**src/rtl/sync_bus_arbiter.sv**
```systemverilog
// sync_bus_arbiter: round-robin front end for a shared DATA_SYNC crossing.
// Launches one requester word at a time onto unsync_bus and frames it with a
// bus_enable level that stays high for HOLD_CYCLES, then low for at least
// GAP_CYCLES+1 cycles so every word gives the destination a fresh rising edge.
module sync_bus_arbiter #(
  parameter int NUM_REQ     = 4,
  parameter int BUS_WIDTH   = 8,
  parameter int HOLD_CYCLES = 4,
  parameter int GAP_CYCLES  = 4
) (
  input  logic                          clk,
  input  logic                          rst,
  input  logic [NUM_REQ-1:0]            req,
  input  logic [NUM_REQ*BUS_WIDTH-1:0]  req_data,
  output logic [NUM_REQ-1:0]            ack,
  output logic [$clog2(NUM_REQ)-1:0]    grant_id,
  output logic                          busy,
  output logic [BUS_WIDTH-1:0]          unsync_bus,
  output logic                          bus_enable
);

  localparam int GID_W   = $clog2(NUM_REQ);
  localparam int MAX_CNT = (HOLD_CYCLES > GAP_CYCLES) ? HOLD_CYCLES : GAP_CYCLES;
  // The counter only ever holds load values (HOLD/GAP minus one), so
  // clog2 of the larger one is enough; keep at least one bit.
  localparam int CNT_W   = (MAX_CNT > 1) ? $clog2(MAX_CNT) : 1;

  localparam logic [CNT_W-1:0] HOLD_LOAD = CNT_W'(HOLD_CYCLES - 1);
  localparam logic [CNT_W-1:0] GAP_LOAD  = CNT_W'(GAP_CYCLES - 1);
  localparam logic [GID_W-1:0] LAST_RST  = GID_W'(NUM_REQ - 1);

  typedef enum logic [1:0] {
    IDLE,
    HOLD,
    GAP
  } state_t;

  state_t                state, state_n;
  logic [CNT_W-1:0]      cnt, cnt_n;
  logic [GID_W-1:0]      last_grant, last_n;
  logic [GID_W-1:0]      gid_n;
  logic [NUM_REQ-1:0]    ack_n;
  logic [BUS_WIDTH-1:0]  bus_n;
  logic                  en_n;

  logic [BUS_WIDTH-1:0]  words [NUM_REQ];
  logic [GID_W-1:0]      winner;
  logic [GID_W-1:0]      idx;

  // Split the flat data bus into one word per requester.
  always_comb begin
    for (int i = 0; i < NUM_REQ; i++) begin
      words[i] = req_data[i*BUS_WIDTH +: BUS_WIDTH];
    end
  end

  // Round-robin pick: scan from the farthest candidate down to last_grant+1
  // so the nearest set bit after the previous winner overwrites the others.
  always_comb begin
    winner = last_grant;
    idx    = '0;
    for (int k = NUM_REQ; k >= 1; k--) begin
      idx = GID_W'((int'(last_grant) + k) % NUM_REQ);
      if (req[idx]) begin
        winner = idx;
      end
    end
  end

  // Next-state and next-output logic; every output is registered, so this
  // block computes what the outputs become on the coming edge.
  always_comb begin
    state_n = state;
    cnt_n   = cnt;
    last_n  = last_grant;
    gid_n   = grant_id;
    ack_n   = '0;
    bus_n   = unsync_bus;
    en_n    = bus_enable;
    case (state)
      IDLE: begin
        if (|req) begin
          bus_n         = words[winner];
          en_n          = 1'b1;
          ack_n[winner] = 1'b1;
          gid_n         = winner;
          last_n        = winner;
          cnt_n         = HOLD_LOAD;
          state_n       = HOLD;
        end
      end
      HOLD: begin
        if (cnt == '0) begin
          en_n    = 1'b0;
          cnt_n   = GAP_LOAD;
          state_n = GAP;
        end else begin
          cnt_n = cnt - 1'b1;
        end
      end
      GAP: begin
        if (cnt == '0) begin
          state_n = IDLE;
        end else begin
          cnt_n = cnt - 1'b1;
        end
      end
      default: begin
        state_n = IDLE;
      end
    endcase
  end

  // State and output registers with synchronous reset; an in-flight word is
  // simply dropped on reset.
  always_ff @(posedge clk) begin
    if (rst) begin
      state      <= IDLE;
      cnt        <= '0;
      last_grant <= LAST_RST;
      grant_id   <= '0;
      ack        <= '0;
      unsync_bus <= '0;
      bus_enable <= 1'b0;
    end else begin
      state      <= state_n;
      cnt        <= cnt_n;
      last_grant <= last_n;
      grant_id   <= gid_n;
      ack        <= ack_n;
      unsync_bus <= bus_n;
      bus_enable <= en_n;
    end
  end

  assign busy = (state != IDLE);

endmodule

```
**config.mk**
```make
export PLATFORM = sky130hd
export DESIGN_NAME = sync_bus_arbiter
export DESIGN_NICKNAME = d
export VERILOG_FILES = /design/src/rtl/sync_bus_arbiter.sv
export SDC_FILE = /design/constraint.sdc
export NUM_CORES = 1
export LEC_CHECK = 0
export CAP_MARGIN = 30
export CORE_ASPECT_RATIO = 1.1
export CORE_MARGIN = 2
export CORE_UTILIZATION = 46
export CTS_CLUSTER_DIAMETER = 30
export DETAILED_ROUTE_END_ITERATION = 16
export PLACE_DENSITY = 0.89
export RECOVER_POWER = 25
export SETUP_SLACK_MARGIN = 0.3
export SYNTH_ARGS = -nofsm -noshare
export SYNTH_HDL_FRONTEND = slang
export SYNTH_SLANG_ARGS = --single-unit
export TNS_END_PERCENT = 10
```
**constraint.sdc**
```tcl
create_clock -name clk -period 4.6 [get_ports clk]
set_input_delay 0.69 -clock clk [delete_from_list [all_inputs] [get_ports clk]]
set_output_delay 0.69 -clock clk [all_outputs]
set_load 0.01 [all_outputs]
```
==> results of run 1 <==
==> metal layers <==
metal | up-vias | share of wire [%] | track usage (%) | wire length (um)
li1 | 647 | - | - | -
met1 | 623 | 40 | 25.62 | 1381
met2 | 44 | 54 | 40.14 | 1888
met3 | 4 | 4.7 | 2.750 | 163
met4 | 0 | 1.3 | 8.711 | 46
met5 | - | 0 | 0 | 0
==> layout by cell type (no fill, tap or decap) <==
master / netlist / final
o31ai_2: 1 / 1
a21boi_1: 1 / 1
nor3_2: 2 / 2
a211oi_2: 7 / 7
o21ai_0: 5 / 5
a21oi_1: 10 / 10
dlygate4sd3_1: 0 / 9
a21oi_2: 6 / 6
a31oi_1: 8 / 8
a2bb2oi_1: 1 / 1
and3_4: 1 / 1
clkbuf_4: 0 / 3
nor3_1: 3 / 3
a211oi_1: 10 / 10
or4_4: 1 / 1
o211ai_1: 1 / 1
nand2b_1: 4 / 4
nand2b_4: 1 / 1
nand3_1: 1 / 1
ha_1: 6 / 6
or2_2: 1 / 1
nand2_1: 14 / 14
a221oi_1: 1 / 1
and3b_1: 1 / 1
dfxtp_1: 21 / 21
mux2i_1: 1 / 1
clkinv_2: 0 / 1
nor4_2: 1 / 1
inv_1: 13 / 13
clkdlybuf4s50_1: 0 / 44
o21bai_1: 8 / 8
nor2_1: 10 / 10
or3b_1: 1 / 1
a21o_1: 3 / 3
==> power by group <==
group,internal (mW),total [mW],switching (mW)
clock,0.0325,0.0923,0.0598
combinational,0.290,0.632,0.342
sequential,0.262,0.315,0.0530
total,0.584,1.04,0.455
==> worst register-to-register path: stages, from the launching register on <==
cell	delay (ps)
dfxtp_1	370
inv_1	130
ha_1	290
inv_1	90
nor2_1	730
o31ai_2	380
a211oi_1	390
a211oi_2	80
==> flip-flops by register name, indices dropped and copies added (netlist names) <==
| register | cells |
|---|---|
| ack | 4 |
| bus_enable | 1 |
| cnt | 2 |
| grant_id | 2 |
| last_grant | 2 |
| state | 2 |
| unsync_bus | 8 |
==> area by class of cell <==
type	count	area share, %
multi-input combinational	110	42.22
timing repair buffer	53	28.69
sequential	21	22.73
inverter	13	2.639
tap	33	2.233
clock buffer	3	1.218
clock inverter	1	0.2706
==> worst min path at each step <==
stage | startpoint | end | slack [ps] | cells past startpoint
after floorplan | cnt[1] | cnt[1] | 480 | 2
after global placement | grant_id[1] | grant_id[1] | 460 | 2
after detailed placement | grant_id[1] | grant_id[1] | 480 | 2
after CTS | grant_id[1] | grant_id[1] | 490 | 2
after global routing | grant_id[1] | grant_id[1] | 510 | 2
final | grant_id[1] | grant_id[1] | 490 | 2
==> synthesized netlist by cell type, drive strengths merged, types with 5 or more instances <==
cell type,number
dfxtp,21
a211oi,17
a21oi,16
nand2,14
inv,13
nor2,10
a31oi,8
o21bai,8
buf,6
ha,6
nand2b,5
nor3,5
o21ai,5
==> kinds of logic after synthesis <==
logic type      after synthesis  share of synthesized area (%)
compound gates               62                          35.59
simple gates                 41                          17.32
buf+inv                      22                          8.658
flops                        21                          31.97
fa+ha+maj                     6                          5.709
mux                           1                         0.7612
==> per-stage QoR <==
step | worst slack, ps | cell area (um^2) | instances
after floorplan | 2691 | 1315 | 153
after global placement | 1764 | 1822 | 230
after detailed placement | 1557 | 1822 | 230
after CTS | 1894 | 1849 | 234
after global routing | 1683 | 1849 | 234
final | 1875 | 1849 | 234
==> results.yml, run 1 <==
run_status:
  status: "finished clean"
worst_setup_path:
  r2r_start: "state[1]"
  critical_path_class: "in2reg"
  reg2reg_depth: 7
  worstSetupEndpoint: "unsync_bus[4]"
  critPathLaunch: "req[3]"
  worstSetupEndpointType: "register"
  start_kind: "primary input"
  critPathTopFamily: "compound AO/OA/AOI/OAI gates"
  rrSetupSlack_ps: 2020
  crit_path_top_delay_cell: "nor2_1"
  crit_fanout: 14
  cp.arrival_ps: 2920
  r2r-end: "unsync_bus[4]"
  max_stage_delay_ps: 720
  cp.buffers_inverters: 1
  crit_chain: "clkdlybuf4s50_1, nor4_2, nor2_1, o31ai_2, a211oi_1, a211oi_2"
  required_ps: 4800
  path_depth: 6
finish:
  diodes: 0
  nets: 246
  drive_gt1_share_pct: 12.44
  fin_util_pct: 67.18
  area_delta_synth_final_pct: 40.63
  fillers: 237
  multiInputGateArea_um2: 780.7
  seqCellArea_um2: 420.4
synthesis:
  syn_nets: 197
  synth_flop_cell: "dfxtp_1"
  ys_warn_count: 0
  yosysTopAreaCellShare_pct: 31.97
  syn_avg_cell_area_um2: 8.595
  ys_seq_elements: 21
  synthesis.area_mm2: 0.001315
  synth_area_leaders: "dfxtp_1 (32%), a211oi_2 (6.7%), a211oi_1 (5.7%)"
  synth_top_cell_by_area: "dfxtp_1"
  syn-instance-count: 153
  synth_edf_count: 0
  synth-async-reset-ratio_pct: 0
  synth_cell_types: 34
  ys_seq_area_share_pct: 31.97
grt:
  grt_pass1_wl_um: 5230
  gr-total-overflow: 0
  antenna_found_initial: 0
  grt_pass1_vias: 1209
  grt_max_degree: 22
  gr-usage-all-layers_pct: 22.15
drt:
  num_vias: 1318
  wl_per_cell_um: 14.87
  dr.pass1.iters: 4
  viasPerCell: 5.632
  routed_wirelength_um: 3480
  drc: 0
  drtAntennaViolNets: 0
  drtIter0Drc: 21
floorplanning:
  io_pins: 54
  rows: 20
  core_area_mm2: 0.002753
  fp.dieW_um: 54.98
  die-height_um: 60.08
  initial_core_util_pct: 47.77
  die_area_mm2: 0.003303
clocking:
  clock-sinks: 21
  clk_path_buf_depth: 2
  cts.clk_slew.worst_paths_ps: 120
  postCtsHoldBufs: 0
  clock_latency_ps: 310
  htreeDepth: 1
  cts_tree: "done"
  numCtsBuffers: 3
  cts_setup_buffers: 0
  cts_root_buf: "clkbuf_4"
  cts_resized: 0
timing:
  tightestPinTransition_ps: 937.7
  timing.slew.headroom_pct: 37.26
  hold_viol: 0
  finalCriticalPeriod_ps: 2725
  maxSlewViolCount: 0
  hold_ws_ps: 485.0
  fin_setup_tns_ps: 0
  grt_setup_unrepaired: "false"
  max_freq_ghz: 0.3670
  min_period_over_period_pct: 59.23
  setup_viol: 0
  finClkSkew_ps: 5.018
pwr:
  total_power_mw: 1.039
  cellPowerDensity_mw_per_mm2: 562.0
  ir_drop_uv: 326.3
  leakagePower_nw: 0.7389
placed_design:
  portBuffers: 53
  gp_congestion: 0.7956
  dp_hpwl_um: 2709
job:
  timing.max_cap.violations: 0
min_path:
  hp-class: "reg2reg"
No activity file was read; power rests on OpenSTA's default activity.
==> run 2, diff against run 1 <==
--- a/config.mk
+++ b/config.mk
@@ -8,10 +8,10 @@
 export CAP_MARGIN = 30
 export CORE_ASPECT_RATIO = 1.1
 export CORE_MARGIN = 2
-export CORE_UTILIZATION = 46
+export CORE_UTILIZATION = 43
 export CTS_CLUSTER_DIAMETER = 30
 export DETAILED_ROUTE_END_ITERATION = 16
-export PLACE_DENSITY = 0.89
+export PLACE_DENSITY = 0.84
 export RECOVER_POWER = 25
 export SETUP_SLACK_MARGIN = 0.3
 export SYNTH_ARGS = -nofsm -noshare
==> constraint.sdc (replaced) <==
create_clock -name clk -period 2.8 [get_ports clk]
set_input_delay 0.42 -clock clk [delete_from_list [all_inputs] [get_ports clk]]
set_output_delay 0.42 -clock clk [all_outputs]
set_load 0.01 [all_outputs]
==> run 2 against run 1 <==
Sequential cell count did not move. Hold slack got worse by 21 ps. Critical endpoint is now unsync_bus[3]. Final cell count rose by 1.3%. Via count fell by 2.0%. Register-to-register slack got worse by 1400 ps. Largest power group unchanged. Critical path type is now reg2reg. Die area rose by 6.5%. Count of clock-buffer cells in the layout did not move. Design area rose by 1.0%.
==> results.yml, run 2 (same netlist as run 1, synthesis figures left out) <==
worst_setup_path:
  cp.buffers_inverters: 3
  crit_path_top_delay_cell: "nor2_1"
  worstSetupEndpointType: "register"
  r2r_start: "state[1]"
  crit_chain: "inv_1, ha_1, inv_1, nor2_1, o31ai_2, buf_4, a211oi_1, a211oi_2"
  r2r-end: "unsync_bus[3]"
  reg2reg_depth: 8
  critPathTopFamily: "simple AND/OR/NAND/NOR gates"
  start_kind: "register"
  critical_path_class: "reg2reg"
  max_stage_delay_ps: 500
  crit_fanout: 10
  required_ps: 3000
  cp.arrival_ps: 2420
  cp_common_cell: "inv_1"
  rrSetupSlack_ps: 580
timing:
  tightestPinTransition_ps: 771.2
  grt_setup_unrepaired: "false"
  fin_setup_tns_ps: 0
  max_freq_ghz: 0.4505
  setup_viol: 0
  maxSlewViolCount: 0
  hold_viol: 0
  finalCriticalPeriod_ps: 2220
  min_period_over_period_pct: 79.27
  finClkSkew_ps: 3.321
  timing.slew.headroom_pct: 48.43
  hold_ws_ps: 464.1
drt:
  drtAntennaViolNets: 0
  drtIter0Drc: 45
  wl_per_cell_um: 15.13
  viasPerCell: 5.451
  dr.pass1.iters: 4
  drc: 0
  num_vias: 1292
  routed_wirelength_um: 3585
pwr:
  cellPowerDensity_mw_per_mm2: 930.8
  leakagePower_nw: 0.7450
  ir_drop_uv: 585.9
finish:
  regMostFlops: "unsync_bus"
  reg.largest.list: "unsync_bus x8, ack x4"
  layout_commonest_cell: "clkdlybuf4s50_1"
  diodes: 0
  nets: 248
  final_cell_mix: "clkdlybuf4s50_1 (44), dfxtp_1 (21), nand2_1 (14)"
  drive_gt1_share_pct: 13.30
  largest_register_ffs: 8
  area_delta_synth_final_pct: 42.06
job:
  timing.max_cap.violations: 0
floorplanning:
  core_area_mm2: 0.002969
  die_area_mm2: 0.003517
  rows: 21
  fp.dieW_um: 56.73
  die-height_um: 62
  io_pins: 54
  initial_core_util_pct: 44.29
clocking:
  cts_setup_buffers: 0
  cts_resized: 0
  clk_path_buf_depth: 2
  cts.clk_slew.worst_paths_ps: 130
  cts_root_buf: "clkbuf_4"
  postCtsHoldBufs: 0
  clock-sinks: 21
  htreeDepth: 1
  cts_tree: "done"
  clock_latency_ps: 310
  numCtsBuffers: 3
grt:
  gr-total-overflow: 0
  grt_pass1_wl_um: 5644
  grt_pass1_vias: 1220
  antenna_found_initial: 0
  gr-usage-all-layers_pct: 20.66
  grt_max_degree: 22
min_path:
  hp-class: "reg2reg"
  whs_endpoint: "grant_id[1]"
  min_path_cells: 2
  hold_start: "grant_id[1]"
placed_design:
  gp_congestion: 0.8060
  portBuffers: 53
  dp_hpwl_um: 2771
run_status:
  status: "finished clean"
-- run 2: cell count changes in the layout (fill, tap and decap cells not counted) --
cell,before,now
clkinvlp_4,0,1
buf_4,0,2
clkinv_2,1,0
-- run 2: area by class of cell --
class	count	area, um^2
fillers	257	1101
multi-input cells	110	780.7
repair buffers	55	545.5
flip-flops and latches	21	420.4
inverters	13	48.80
well taps	34	42.54
clock buffers	3	22.52
clock inverters	1	7.507
-- run 2: metrics by stage --
step | cells | setup slack [ps] | cell area [um^2] | total power [mW] | utilization [%]
after floorplan | 153 | 1059 | 1315 | 1.220 | -
after global placement | 233 | 474.3 | 1838 | 1.572 | 61.90
after detailed placement | 233 | 394.8 | 1838 | 1.608 | 61.90
after CTS | 237 | 565.4 | 1868 | 1.764 | 62.92
after global routing | 237 | 361.5 | 1868 | 1.869 | 62.92
final | 237 | 580.3 | 1868 | 1.739 | 62.92
-- run 2: worst max path at each step --
| stage | start | end | slack, ps | cells after the start |
|---|---|---|---|---|
| 3_5_place_dp | req[1] | unsync_bus[3] | 390 | 7 |
| 5_1_grt | state[1] | unsync_bus[3] | 360 | 8 |
| 3_3_place_gp | req[3] | unsync_bus[5] | 470 | 5 |
| 6_report | state[1] | unsync_bus[3] | 580 | 8 |
| 4_1_cts | state[1] | unsync_bus[3] | 570 | 8 |
| 2_1_floorplan | state[1] | unsync_bus[0] | 1060 | 7 |
-- run 2: worst min-delay path: cells and delay by family (launching register included) --
family          cells  cell delay (ps)
compound gates      1               50
flops               1              330
simple gates        1               50
-- run 2: report_power, final --
group / internal, mW / total (mW) / switching, mW / leakage [nW]
clock network: 0.0544 / 0.154 / 0.0999 / 0.0139
logic: 0.498 / 1.07 / 0.567 / 0.557
registers: 0.431 / 0.519 / 0.0881 / 0.174
-- run 2: layer usage --
layer  up-vias  share of wire (%)  track usage, %
li1        648                  -               -
met1       602                 41           24.87
met2        36                 54           38.54
met3         6                3.4           2.277
met4         0                1.5           7.823
met5         -                  0               0
